[src/rtl/al_accel_linebuf.sv]
// al_accel_linebuf: streaming 3-row line buffer feeding the LPU input register.
// Stores the two previous image rows and, for every pixel in rows 2 and later,
// emits the vertically aligned column (y-2, y-1, y) with a one-cycle load strobe.
// Optional macro AL_ACCEL_LB_PAD_EN: zero-padded top border, streaming from row 0.
module al_accel_linebuf #(
    parameter int IMG_W    = 28,
    parameter int COL_BITS = 10
) (
    input  logic                clk,
    input  logic                reset,
    input  logic                enb,
    input  logic                start,
    input  logic [COL_BITS-1:0] cfg_width,
    input  logic [COL_BITS-1:0] cfg_height,
    input  logic                in_valid,
    input  logic [7:0]          in_data,
    output logic                in_ready,
    output logic [7:0]          lb_do_0,
    output logic [7:0]          lb_do_1,
    output logic [7:0]          lb_do_2,
    output logic                lb_ld_wrn,
    output logic [COL_BITS-1:0] lb_col,
    output logic                busy,
    output logic                frame_done,
    output logic                cfg_err
);

    localparam int ADDR_W = (IMG_W > 1) ? $clog2(IMG_W) : 1;
    localparam logic [COL_BITS-1:0] MAX_W = COL_BITS'(IMG_W);
    localparam logic [COL_BITS-1:0] ONE   = COL_BITS'(1);
`ifdef AL_ACCEL_LB_PAD_EN
    localparam logic [COL_BITS-1:0] MIN_H = COL_BITS'(1);
`else
    localparam logic [COL_BITS-1:0] MIN_H = COL_BITS'(3);
`endif

    typedef enum logic [1:0] {
        S_IDLE,
        S_FILL,
        S_STREAM,
        S_DONE
    } state_t;

    state_t              state;
    logic [COL_BITS-1:0] col;
    logic [COL_BITS-1:0] row;
    logic [COL_BITS-1:0] width_q;
    logic [COL_BITS-1:0] height_q;

    logic [7:0]          mem0 [IMG_W];
    logic [7:0]          mem1 [IMG_W];

    logic [7:0]          do0_q;
    logic [7:0]          do1_q;
    logic [7:0]          do2_q;
    logic [COL_BITS-1:0] col_q;
    logic                ld_q;
    logic                done_q;
    logic                err_q;

    logic [ADDR_W-1:0]   addr;
    logic [7:0]          rd0;
    logic [7:0]          rd1;
    logic [7:0]          tap0;
    logic [7:0]          tap1;
    logic                accept;
    logic                last_col;
    logic                last_row;
    logic                cfg_ok;

    assign in_ready = enb && ((state == S_FILL) || (state == S_STREAM));
    assign accept   = in_valid && in_ready;
    assign addr     = col[ADDR_W-1:0];
    assign rd0      = mem0[addr];
    assign rd1      = mem1[addr];
    assign last_col = (col == width_q - ONE);
    assign last_row = (row == height_q - ONE);
    assign cfg_ok   = (cfg_width != '0) && (cfg_width <= MAX_W) && (cfg_height >= MIN_H);

    // Column taps: with padding, rows above the image read as zero
    always_comb begin
        tap0 = rd0;
        tap1 = rd1;
`ifdef AL_ACCEL_LB_PAD_EN
        if (row < COL_BITS'(2)) tap0 = '0;
        if (row == '0)          tap1 = '0;
`endif
    end

    // Line memories: shift the column up one row on every accepted pixel
    always_ff @(posedge clk) begin
        if (accept) begin
            mem0[addr] <= rd1;
            mem1[addr] <= in_data;
        end
    end

    // Frame FSM, row/column counters and registered outputs
    always_ff @(posedge clk) begin
        if (reset) begin
            state    <= S_IDLE;
            col      <= '0;
            row      <= '0;
            width_q  <= '0;
            height_q <= '0;
            do0_q    <= '0;
            do1_q    <= '0;
            do2_q    <= '0;
            col_q    <= '0;
            ld_q     <= 1'b0;
            done_q   <= 1'b0;
            err_q    <= 1'b0;
        end else if (!enb) begin
            // stall: pulses are dropped rather than replayed when enb returns
            ld_q   <= 1'b0;
            done_q <= 1'b0;
            err_q  <= 1'b0;
        end else begin
            ld_q   <= 1'b0;
            done_q <= 1'b0;
            err_q  <= 1'b0;
            if (accept) begin
                if (last_col) begin
                    col <= '0;
                    if (!last_row) row <= row + ONE;
                end else begin
                    col <= col + ONE;
                end
            end
            case (state)
                S_IDLE: begin
                    if (start) begin
                        width_q  <= cfg_width;
                        height_q <= cfg_height;
                        col      <= '0;
                        row      <= '0;
                        if (cfg_ok) begin
`ifdef AL_ACCEL_LB_PAD_EN
                            state <= S_STREAM;
`else
                            state <= S_FILL;
`endif
                        end else begin
                            err_q <= 1'b1;
                        end
                    end
                end
                S_FILL: begin
                    if (accept && last_col && (row == ONE)) state <= S_STREAM;
                end
                S_STREAM: begin
                    if (accept) begin
                        do0_q <= tap0;
                        do1_q <= tap1;
                        do2_q <= in_data;
                        col_q <= col;
                        ld_q  <= 1'b1;
                        if (last_col && last_row) state <= S_DONE;
                    end
                end
                S_DONE: begin
                    done_q <= 1'b1;
                    state  <= S_IDLE;
                end
                default: state <= S_IDLE;
            endcase
        end
    end

    assign lb_do_0    = do0_q;
    assign lb_do_1    = do1_q;
    assign lb_do_2    = do2_q;
    assign lb_col     = col_q;
    assign lb_ld_wrn  = ld_q && enb;
    assign frame_done = done_q && enb;
    assign cfg_err    = err_q && enb;
    assign busy       = (state == S_FILL) || (state == S_STREAM);

endmodule

[config.mk]
export PLATFORM = sky130hd
export DESIGN_NAME = al_accel_linebuf
export DESIGN_NICKNAME = d
export VERILOG_FILES = /design/src/rtl/al_accel_linebuf.sv
export SDC_FILE = /design/constraint.sdc
export NUM_CORES = 1
export LEC_CHECK = 0
export BUFFER_PORTS_ARGS = -buffer_cell sky130_fd_sc_hd__buf_2
export CELL_PAD_IN_SITES_DETAIL_PLACEMENT = 0
export CELL_PAD_IN_SITES_GLOBAL_PLACEMENT = 2
export CORE_MARGIN = 2
export CORE_UTILIZATION = 30
export DETAILED_ROUTE_END_ITERATION = 12
export PLACE_DENSITY = 0.62
export SYNTH_ARGS = -nofsm -noshare
export SYNTH_HDL_FRONTEND = slang
export SYNTH_SLANG_ARGS = --single-unit
[constraint.sdc]
create_clock -name clk -period 3.5 [get_ports clk]
set_input_delay 0 -clock clk [delete_from_list [all_inputs] [get_ports clk]]
set_output_delay 0 -clock clk [all_outputs]
set_load 0.02 [all_outputs]
; ---- Yosys cells after proc, flatten, opt, wreduce, memory -nomap -nowiden
; Memory sizes are Yosys's and may differ from the RTL's. A register that Yosys moved wholly into a read port is not among the register bits.
; Cells that the tools add are included.
[totals]
register_bits = 71
ramBits = 448
in_bits = 33
output_inout_bits = 39
word_cells = 74
mem_count = 2
[classes]
add_sub_neg = 4
n_lt_le_gt_ge = 2
eq_ne = 11
n_mux = 21
n_bitwise = 4
reduce_logical = 19
[mem_list]
columns = memory, depth, word_bits, rd, rd_clocked_by_memory_dff, wr, line_no
row1 = mem0, 28, 8, 1, 1, 1, 50  ; logic [7:0] mem0 [IMG_W];
row2 = mem1, 28, 8, 1, 1, 1, 51  ; logic [7:0] mem1 [IMG_W];
[ops]
columns = cell, n
row1 = $mux 10, 9
row2 = $add 10x1->10 const B, 2
row3 = $eq 10x10->1, 2
row4 = $sub 10x1->10 const B, 2
row5 = $eq 10x1->1 const B, 1
row6 = $ge 10x2->1 const B, 1
row7 = $le 10x5->1 const B, 1
row8 = $logic_and 1x1->1, 10
row9 = $mux 2, 5
row10 = $mux 5, 2
row11 = $reduce_bool 10->1, 1
row12 = $pmux 2 s4, 1
row13 = $ne 2x2->1 const B, 3
row14 = $reduce_and 3->1, 2
row15 = $reduce_and 6->1, 1
row16 = $eq 2x2->1 const B, 2
row17 = $mux 1, 4
row18 = $ne 2x1->1 const B, 2
row19 = $not 1->1, 4
row20 = $reduce_or 4->1, 1
row21 = $reduce_or 3->1, 1
row22 = $eq 2x1->1 const B, 1
row23 = $logic_not 2->1, 1
row24 = $reduce_or 2->1, 1
row25 = $logic_or 1x1->1, 1

; ---- Depth between registers and ports, before layout
; Gate-level depths: netlist (run 1).
[logic_depth]
depth_word = 9
ltp_mapped = 12
ltp_nobuf = 10

; ---- Worst setup path before layout (run 1)
; Ideal clock, no wire load.
[synth_path]
path_kind = register -> register
from = reg state[1]
to = mem mem0[27][0], enable pin
setup_time_ns = 0.409
t_arrival_ns = 2.621
required_ns = 3.091
slack_ns = 0.470
path_stages_with_launch = 7
path_buffers = 1
synth_period_minus_slack_ns = 3.030
cell_sequence = dfxtp_1 inv_1 ha_1 and3_1 clkbuf_1 nand2_1 nor3_1
[synth_via]
elab_chain_len = 6
[synth_lines]
columns = item, line_no
row1 = start: declaration, 44  ; state_t state;
row2 = start signal: assignment, 101  ; state <= S_IDLE;
row3 = start signal: assignment, 141  ; state <= S_FILL;
row4 = start signal: assignment, 149  ; if (accept && last_col && (row == ONE)) state <= S_STREAM;
row5 = $eq 2x1->1 or $eq 2x2->1 (tied branches), -
row6 = $logic_or 1x1->1 (*), -
row7 = via busy, 23  ; output logic busy,
row8 = $logic_and 1x1->1 (*), 71  ; assign in_ready = enb && ((state == S_FILL) || (state == S_STREAM));
row9 = $logic_and 1x1->1 (*), 72  ; assign accept = in_valid && in_ready;
row10 = $mux 1 (*), 92  ; if (accept) begin
row11 = $mux 1 (not written as such) (*), 93  ; mem0[addr] <= rd1;
row12 = end: declaration, 50
; The timed path passes the listed nets; every way through them passes the cells marked *.

; ---- Final worst setup path (run 1)
[layout_path]
from = reg width_q[0]
to = reg col[9]
[layout_via]
elab_chain_len = 6
[layout_lines]
columns = item, line_no
row1 = start: declaration, 47  ; logic [COL_BITS-1:0] width_q;
row2 = start signal: assignment, 133  ; width_q <= cfg_width;
row3 = $sub 10x1->10 (*), 76  ; assign last_col = (col == width_q - ONE);
row4 = $eq 10x10->1 (*), 76
row5 = $mux 10 (*), 123  ; if (last_col) begin
row6 = $mux 10 (*), 122  ; if (accept) begin
row7 = $mux 10, 132  ; if (start) begin
row8 = $mux 10 (*), 130  ; case (state)
row9 = end signal: assignment, 127  ; col <= col + ONE;
row10 = end: declaration, 45  ; logic [COL_BITS-1:0] col;
; Mark *: on every way between the ends. The rest lies on a longest branch, timed or not.
; A chain may end at the register's enable or synchronous reset.

==> impl_results.md, run 1 <==
- Status: finished, final reports clean
- Largest net degree at the start of global routing: 57
- Routed Antenna Nets: 0
- Core ar.: 0.0698 mm2
- Slowest stage cell on the critical path: nor3_2
- Fin nets: 1425
- Rel. slew slack: 0.444
- Placed Cells: 2232
- Slew @ Worst Pin: 0.834 ns
- Root buffer cell: clkbuf_16
- 1st-pass router iterations: 5
- PwrDens: 536 mW/mm2
- Vias in the first global route: 11927
- CP Class: reg -> reg
- Drt drc: 0
- Worst vdd ir: 0.475 mV
- Crit Reg-Reg Startpoint: width_q[0]
- Post-synthesis sequential area ratio: 0.718
- Area Overhead vs Synth: 19.0%
- Synth Instances: 1240
- DR WL/cell: 22.3 um
- Final setup margin: 0.532 ns
- Worst setup SP type: register
- Max cap viols: 0
- Crit path launch: width_q[0]
- Post-DP Area: 0.0228 mm2
- H-tree levels: 2
- Syn avg cell area: 17.0 um2
- Final Hold Vio Count: 0
- Most common cell after layout, fill and taps aside: edfxtp_1
- Post-Layout Inst Area: 0.0251 mm2
- Multi-input gate area: 0.00563 mm2
- Layout cells sized above 1: 0.246
- Routed vias/inst: 4.82
- Pleak: 7.90 nW
- CP cell instances: inv_1 > ha_1 > nor2b_1 > and3_1 > a211o_2 > a31oi_1 > nor4b_4 > nor3_2 > a41oi_1 > a31oi_1
- Synth warn: 0
- Die ar.: 0.0724 mm2
- Slew Limit Fails: 0
- Period Utilization, post-route: 0.848
- Overflow after GRT: 0
- Vias: 11400
- # resized after CTS: 0
- Clock Pin Slew Worst Setup and Hold Paths: 0.06 ns
- Global-route wire length before repair: 79.2 mm
- Sink Count: 532
- # fillers: 6587
- Commonest non-fill, non-tap cells in the layout: 448 x edfxtp_1, 118 x mux4_2, 109 x nand2_1
- Post-DP HPWL: 31.8 mm
- Initial antenna violation count: 1
- Crit-path most repeated cell: a31oi_1
- # setup viols final: 0
- Reg area: 0.0151 mm2
- Buf+Inv Stages, Crit Path: 1
- Routability Congestion: 0.734
- Die Span Y: 269 um
- Clock Latency Late Sink: 0.63 ns
- Cell family with most CP delay: simple AND/OR/NAND/NOR gates
- CP Max Fanout: 14
- Req. time, crit path: 4.03 ns
- Max Freq: 0.337 GHz
- Hold Crit Start: in_valid
- CTS tree: built
- FP Rows: 97
- Final WL: 52.7 mm
- Pre-CTS WS: 0.561 ns
- Die width: 269 um
- I/O pins: 72
- PortBufs: 71
- Async S/R FF share, synth: 0
- Min Tclk post-route: 2.97 ns
- Setup TNS Final: 0 ns
- Hold Path Class: in -> reg
- Synth Register Bits: 532
- Slowest cell delay on critical path: 0.66 ns
- Synth Flop Type: edfxtp_1
- Initial core utilization: 0.302
- Worst-case clock skew: 0.0373 ns
- Post-Layout Cell Count: 2367
- Num CTS Buffers: 55
- RSZ-0062 raised after global routing: no
- Synthesized Nets: 1285
- Final hold slack: 0.0771 ns
- Worst path arrival time: 3.49 ns
- DRT iter0 DRCs: 761
- Netlist Area Pre-Place: 0.0211 mm2
- Crit. End Element: register
- CTS Buffer Depth: 3
- Tot GR Track Use: 0.145
- Synth unique cells: 56
- EDFF count, synth: 448
final timing paths:
path                     end  slack (ns)  cells past startpoint
hold / removal      register        0.08                      4
setup reg to reg      col[9]        0.53                     10
hold reg to reg   lb_do_2[6]        0.45                      2
setup / recovery      col[9]        0.53                     10
metrics by stage:
| step | total power [mW] | util |
|---|---|---|
| global route | 13.9 | 0.360 |
| CTS | 13.6 | 0.360 |
| global placement | 7.20 | 0.327 |
| detailed placement | 7.21 | 0.327 |
| floorplan | 7.10 | - |
| finish | 13.5 | 0.360 |
cell usage after synthesis (all sizes together) (10+ instances only):
library cell,count,share of area
nand4,11,0.0036
nand2,110,0.020
xnor2,10,0.0042
edfxtp,448,0.64
nor2,66,0.012
mux2i,18,0.0085
dfxtp,84,0.080
o21ai,31,0.0074
nor3,24,0.0062
ha,12,0.0071
nand3,26,0.0062
buf,24,0.0053
and3,10,0.0030
and2,10,0.0030
xor2,15,0.0066
a21oi,56,0.013
mux4,118,0.13
a22oi,13,0.0046
inv,15,0.0027
clkbuf,47,0.0084
per-layer routing:
layer,global-route usage,routed length [um],vias up
li1,-,-,5178
met3,0.0213,2010,61
met2,0.246,26100,220
met5,0,0,-
met4,0.0348,940,0
met1,0.197,23600,5941
sequential cells by signal, indices dropped and copies added (netlist names), named ones only:
| register | count |
|---|---|
| mem1 | 224 |
| err_q | 1 |
| lb_col | 10 |
| lb_do_0 | 8 |
| mem0 | 224 |
| done_q | 1 |
| height_q | 10 |
| state | 2 |
| row | 10 |
| width_q | 10 |
| col | 10 |
| ld_q | 1 |
| lb_do_1 | 8 |
| lb_do_2 | 8 |
report_power, final:
part	internal, mW	switching [mW]	leakage (nW)	total (mW)
logic	0.0956	0.155	2.25	0.250
clock network	3.81	2.55	0.952	6.36
registers	6.83	0.0174	4.71	6.84
total	10.7	2.72	7.90	13.5
timing repair:
action                    4_1_cts  5_1_grt
hold endpoints to repair      270        0
hold buffers                   31        0
setup buffers                   0        0
cell families (layout without fill, tap and decap cells):
group / count (synthesis) / after routing / share of synthesized area
AO/OA/AOI/OAI: 147 / 147 / 0.0432
XOR/XNOR: 25 / 25 / 0.0107
AND/OR/NAND/NOR: 293 / 293 / 0.0656
multiplexers: 145 / 145 / 0.139
other: 0 / 1 / 0
flip-flops: 532 / 532 / 0.718
adder cells (fa/ha/maj): 12 / 12 / 0.00712
buffers and inverters: 86 / 272 / 0.0163
final cells by class:
class	count	share of cell area
Multi-Input combinational cell	622	0.224
Tap cell	940	0.0469
Clock inverter	36	0.0220
Sequential cell	532	0.604
Antenna cell	1	0.0000997
Inverter	15	0.00224
Clock buffer	67	0.0566
Timing Repair Buffer	154	0.0441
worst min-delay path, cell delays in order:
cell and delay (ns):
buf_2 0.10, and3_1 0.29, nand3_1 0.13, mux2i_1 0.08
(Power assumes the default switching activity.)
==> inputs of run 2 (changes only) <==
==> constraint.sdc (replaced) <==
create_clock -name clk -period 3 [get_ports clk]
set_input_delay 0 -clock clk [delete_from_list [all_inputs] [get_ports clk]]
set_output_delay 0 -clock clk [all_outputs]
set_load 0.02 [all_outputs]
==> impl_results.md, run 2 (synthesis gave the netlist of run 1 again) <==
- CTS Buffer Depth: 3
- Num CTS Buffers: 55
- H-tree levels: 2
- Biggest regs: mem0: 224 flops, mem1: 224 flops
- Min Tclk post-route: 2.69 ns
- Post-DP HPWL: 33.4 mm
- PwrDens: 595 mW/mm2
- Setup bufs post-CTS: 0
- Post-Layout Inst Area: 0.0255 mm2
- Core ar.: 0.0698 mm2
- Worst reg2reg path endpoint: lb_do_1[7]
- FP Rows: 97
- Worst path arrival time: 3.17 ns
- Max cap viols: 0
- Drt drc: 0
- Routed vias/inst: 4.90
- Commonest non-fill, non-tap cells in the layout: 448 x edfxtp_1, 118 x mux4_2, 109 x nand2_1
- Die ar.: 0.0724 mm2
- # setup viols final: 0
- Tot GR Track Use: 0.152
- Initial core utilization: 0.302
- CP Max Fanout: 33
- Global-route wire length before repair: 82.1 mm
- Final setup margin: 0.312 ns
- Slew @ Worst Pin: 0.778 ns
- Hold Path Class: in -> reg
- CTS tree: built
- Rel. slew slack: 0.476
- Largest net degree at the start of global routing: 48
- Crit. End Element: register
- Final hold slack: 0.0378 ns
- Die Span Y: 269 um
- Routability Congestion: 0.745
- Worst-case clock skew: 0.0211 ns
- Status: finished, final reports clean
- Req. time, crit path: 3.49 ns
- Reg-to-reg slack, setup: 0.31 ns
- Final WL: 55.1 mm
- Post-DP Area: 0.0231 mm2
- Routed Antenna Nets: 0
- Die width: 269 um
- Antenna Diode Count: 0
- Overflow after GRT: 0
- CP Class: reg -> reg
- Vias: 11789
- R2r worst-path depth: 6
- RSZ-0062 raised after global routing: no
- Final Hold Vio Count: 0
- Worst vdd ir: 0.417 mV
- Clock Latency Late Sink: 0.62 ns
- Worst Hold Depth: 4
- Layout cells sized above 1: 0.252
- I/O pins: 72
- # fillers: 6605
- Setup TNS Final: 0 ns
- DR WL/cell: 22.9 um
- DRT iter0 DRCs: 911
- Slew Limit Fails: 0
- Setup crit end: lb_do_1[7]
- Pre-CTS WS: 0.309 ns
- PortBufs: 71
- Fin nets: 1465
- Period Utilization, post-route: 0.896
- Vias in the first global route: 12337
- Clock Pin Slew Worst Setup and Hold Paths: 0.06 ns
- Sink Count: 532
- 1st-pass router iterations: 5
- Pleak: 8.10 nW
- Area Overhead vs Synth: 20.7%
- Most common cell after layout, fill and taps aside: edfxtp_1
- Initial antenna violation count: 0
- Root buffer cell: clkbuf_16
- Max Freq: 0.372 GHz
- Worst setup SP type: register
run 2: timing repair:
action                                  4_1_cts  5_1_grt
hold buffers                                 51        0
endpoints found under the hold margin       283        0
gates resized for setup                       0        0
endpoints found under the setup margin        0        0
run 2: metrics by stage:
stage                util  std cells  total power [mW]
floorplan               -       1240              8.28
global placement    0.332       2252              8.41
detailed placement  0.332       2252              8.41
CTS                 0.365       2406              15.3
global route        0.365       2406              15.6
finish              0.365       2406              15.1
run 2: area by class of cell:
cell class	instances	area, um2	area share
clock buffer	66	1420	0.0557
clock inverter	37	387	0.0152
inverter	15	56.3	0.00221
multi-input combinational	622	5640	0.222
sequential	532	15100	0.595
tap	940	1180	0.0462
timing repair buffer	194	1630	0.0641
run 2: worst min-delay path by stage:
| stage | end | startpoint | slack (ns) |
|---|---|---|---|
| 2_1_floorplan | mem1[0][0] | in_data[0] | 0.1 |
| 3_3_place_gp | width_q[6] | cfg_width[6] | 0.25 |
| 3_5_place_dp | width_q[7] | cfg_width[7] | 0.26 |
| 4_1_cts | col[2] | in_valid | 0.005 |
| 5_1_grt | col[2] | in_valid | 0.05 |
| 6_report | col[2] | in_valid | 0.04 |
run 2: worst max-delay path: stages (launching register included):
cell and delay (ns):
dfxtp_4 0.37, buf_12 0.28, mux4_2 0.58, mux4_2 0.53, mux2_2 0.52, nor2_1 0.18, nor3_1 0.05
run 2: report_power, final:
| group | switching, mW | internal (mW) | total (mW) |
|---|---|---|---|
| clock | 2.93 | 3.90 | 6.83 |
| sequential | 0.0206 | 7.96 | 7.98 |
| combinational | 0.186 | 0.130 | 0.316 |
| total | 3.14 | 12.0 | 15.1 |
run 2: routing by layer:
| layer | GRT usage | part of all wire | wire length, um |
|---|---|---|---|
| met4 | 0.0395 | 0.022 | 1190 |
| met1 | 0.206 | 0.45 | 24900 |
| met2 | 0.255 | 0.48 | 26700 |
| met5 | 0 | 0 | 0 |
| met3 | 0.0239 | 0.043 | 2390 |
==> inputs of run 3 (changes only) <==
==> config.mk (replaced) <==
export PLATFORM = sky130hd
export DESIGN_NAME = al_accel_linebuf
export DESIGN_NICKNAME = d
export VERILOG_FILES = /design/src/rtl/al_accel_linebuf.sv
export SDC_FILE = /design/constraint.sdc
export NUM_CORES = 1
export LEC_CHECK = 0
export ABC_AREA = 1
export CELL_PAD_IN_SITES_DETAIL_PLACEMENT = 0
export CELL_PAD_IN_SITES_GLOBAL_PLACEMENT = 2
export CORE_MARGIN = 2
export CORE_UTILIZATION = 30
export DETAILED_ROUTE_END_ITERATION = 12
export DONT_BUFFER_PORTS = 1
export PLACE_DENSITY = 0.65
export SYNTH_ARGS = -nofsm -noshare
export SYNTH_HDL_FRONTEND = slang
export SYNTH_SLANG_ARGS = --single-unit
==> impl_results.md, run 3 <==
- CP Max Fanout: 8
- Commonest non-fill, non-tap cells in the layout: 448 x edfxtp_1, 354 x nor2_1, 267 x o21ai_0
- Post-synthesis sequential area ratio: 0.699
- Syn avg cell area: 11.2 um2
- Antenna Diode Count: 0
- Initial core utilization: 0.303
- Sink Count: 532
- Slew Limit Fails: 0
- Crit. End Element: register
- Initial antenna violation count: 1
- PwrDens: 632 mW/mm2
- 1st-pass router iterations: 7
- Core ar.: 0.0715 mm2
- Worst vdd ir: 0.438 mV
- Reg-to-reg slack, setup: 0.24 ns
- Synth Flop Type: edfxtp_1
- CTS tree: built
- Crit Reg-Reg Startpoint: state[0]
- Hold Crit Start: cfg_width[8]
- Multi-input gate area: 0.00573 mm2
- Commonest cells in the synthesized netlist: 448 x edfxtp_1, 355 x nor2_1, 267 x o21ai_0
- DR WL/cell: 20.8 um
- Post-DP HPWL: 39.2 mm
- Synth unique cells: 42
- Post-synth top area share: 0.621
- Routed vias/inst: 4.90
- Worst-case clock skew: 0.0246 ns
- Final hold slack: 0.0776 ns
- Synthesized Nets: 1972
- Routed Antenna Nets: 0
- Setup TNS Final: 0 ns
- # fillers: 7029
- Min Tclk post-route: 2.76 ns
- Clock Latency Late Sink: 0.63 ns
- Biggest regs: mem0: 224 flops, mem1: 224 flops
- Worst reg2reg path endpoint: col[6]
- Largest net degree at the start of global routing: 113
- Synth warn: 0
- Layout cells sized above 1: 0.107
- Root buffer cell: clkbuf_16
- Area Overhead vs Synth: 18.5%
- Die Span Y: 273 um
- Global-route wire length before repair: 94.5 mm
- Synth top area cells: edfxtp_1 62%, dfxtp_1 7.8%, o21ai_0 6.2%
- Max Freq: 0.362 GHz
- Crit path launch: state[0]
- Drt drc: 0
- Die ar.: 0.0744 mm2
- EDFF count, synth: 448
- Total power: 16.2 mW
- Tot GR Track Use: 0.167
- Max cap viols: 0
- FP Rows: 98
- Setup crit end: col[6]
- CTS Buffer Depth: 3
- Die width: 273 um
- Netlist Area Pre-Place: 0.0217 mm2
- Synth area leader: edfxtp_1
- Overflow after GRT: 0
- Fin nets: 2058
- Cell with the most instances after synthesis: edfxtp_1
- Most common cell after layout, fill and taps aside: edfxtp_1
- H-tree levels: 2
- Async S/R FF share, synth: 0
- DRT iter0 DRCs: 1154
- Status: finished, final reports clean
- Synth Instances: 1927
- Synth Register Bits: 532
- Pleak: 8.87 nW
- Num CTS Buffers: 57
- RSZ-0062 raised after global routing: no
- Worst path arrival time: 3.32 ns
- Period Utilization, post-route: 0.921
- Reg area: 0.0151 mm2
- Req. time, crit path: 3.56 ns
- Final WL: 62.5 mm
- Slew @ Worst Pin: 1.11 ns
- Routability Congestion: 0.800
- # setup viols final: 0
- Clock Pin Slew Worst Setup and Hold Paths: 0.06 ns
- Rel. slew slack: 0.260
- Hold Path Class: in -> reg
- Setup bufs post-CTS: 0
- Post-layout util: 0.359
- I/O pins: 72
- Vias: 14746
- Final Hold Vio Count: 0
- Vias in the first global route: 14774
- CP Class: reg -> reg
- Worst setup SP type: register
- R2r worst-path depth: 13
- PortBufs: 0
[run 3: stage by stage]
stage	worst slack (ns)	std cells	instance area (um2)
3_3_place_gp	0.379	2860	23200
5_1_grt	0.00154	3010	25700
2_1_floorplan	0.487	1927	21700
4_1_cts	0.111	3010	25700
3_5_place_dp	0.448	2860	23200
6_report	0.238	3010	25700
[run 3: kinds of logic (layout without fill, tap and decap cells)]
| kind of cell | count (synthesis) | after routing | share of synthesized area |
|---|---|---|---|
| xor+xnor | 13 | 13 | 0.00526 |
| simple gates | 670 | 670 | 0.125 |
| compound gates | 497 | 497 | 0.127 |
| flops | 532 | 532 | 0.699 |
| fa+ha+maj | 12 | 12 | 0.00693 |
| buf+inv | 203 | 336 | 0.0371 |
[run 3: cell type report]
| type | count | share of cell area |
|---|---|---|
| sequential | 532 | 0.590 |
| clock buffer | 72 | 0.0601 |
| clock inverter | 34 | 0.0146 |
| tap | 950 | 0.0463 |
| inverter | 98 | 0.0144 |
| multi-input combinational | 1192 | 0.223 |
| timing repair buffer | 132 | 0.0515 |
[run 3: worst min-delay path by stage]
stage,cells after the start,slack (ns),to
after floorplan,0,0.1,mem1[0][0]
after CTS,8,0.04,state[1]
final,8,0.08,state[1]
after detailed placement,1,0.08,col[7]
after global routing,2,0.14,cfg_err
after global placement,1,0.08,err_q
[run 3: routing by layer]
layer | up-vias | global-route usage | wire length, um
li1 | 7056 | - | -
met1 | 7318 | 0.223 | 28200
met4 | 0 | 0.0447 | 1310
met2 | 289 | 0.285 | 30600
met3 | 83 | 0.0250 | 2450
met5 | - | 0 | 0
[run 3: power by group]
part	leakage [nW]	switching, mW	internal (mW)
Clock	0.917	2.97	4.17
Sequential	4.71	0.0452	8.07
Combinational	3.24	0.657	0.312
Total	8.87	3.68	12.6
[run 3: what timing repair did]
item / 4_1_cts / 5_1_grt
hold buffers: 44 / 0
hold endpoints to repair: 288 / 0
gates resized for setup: 0 / 2
setup endpoints to repair: 0 / 1
[run 3: worst max-delay path, stage by stage, from the launching register on]
cell	delay, ns
dfxtp_1	0.38
inv_1	0.08
ha_1	0.30
nand2_1	0.06
inv_2	0.14
nand2_2	0.15
nor2_2	0.15
nand2_2	0.15
nor2_4	0.15
nand2_1	0.09
xor2_1	0.15
or2_1	0.23
a21oi_1	0.11
dlygate4sd3_1	0.56
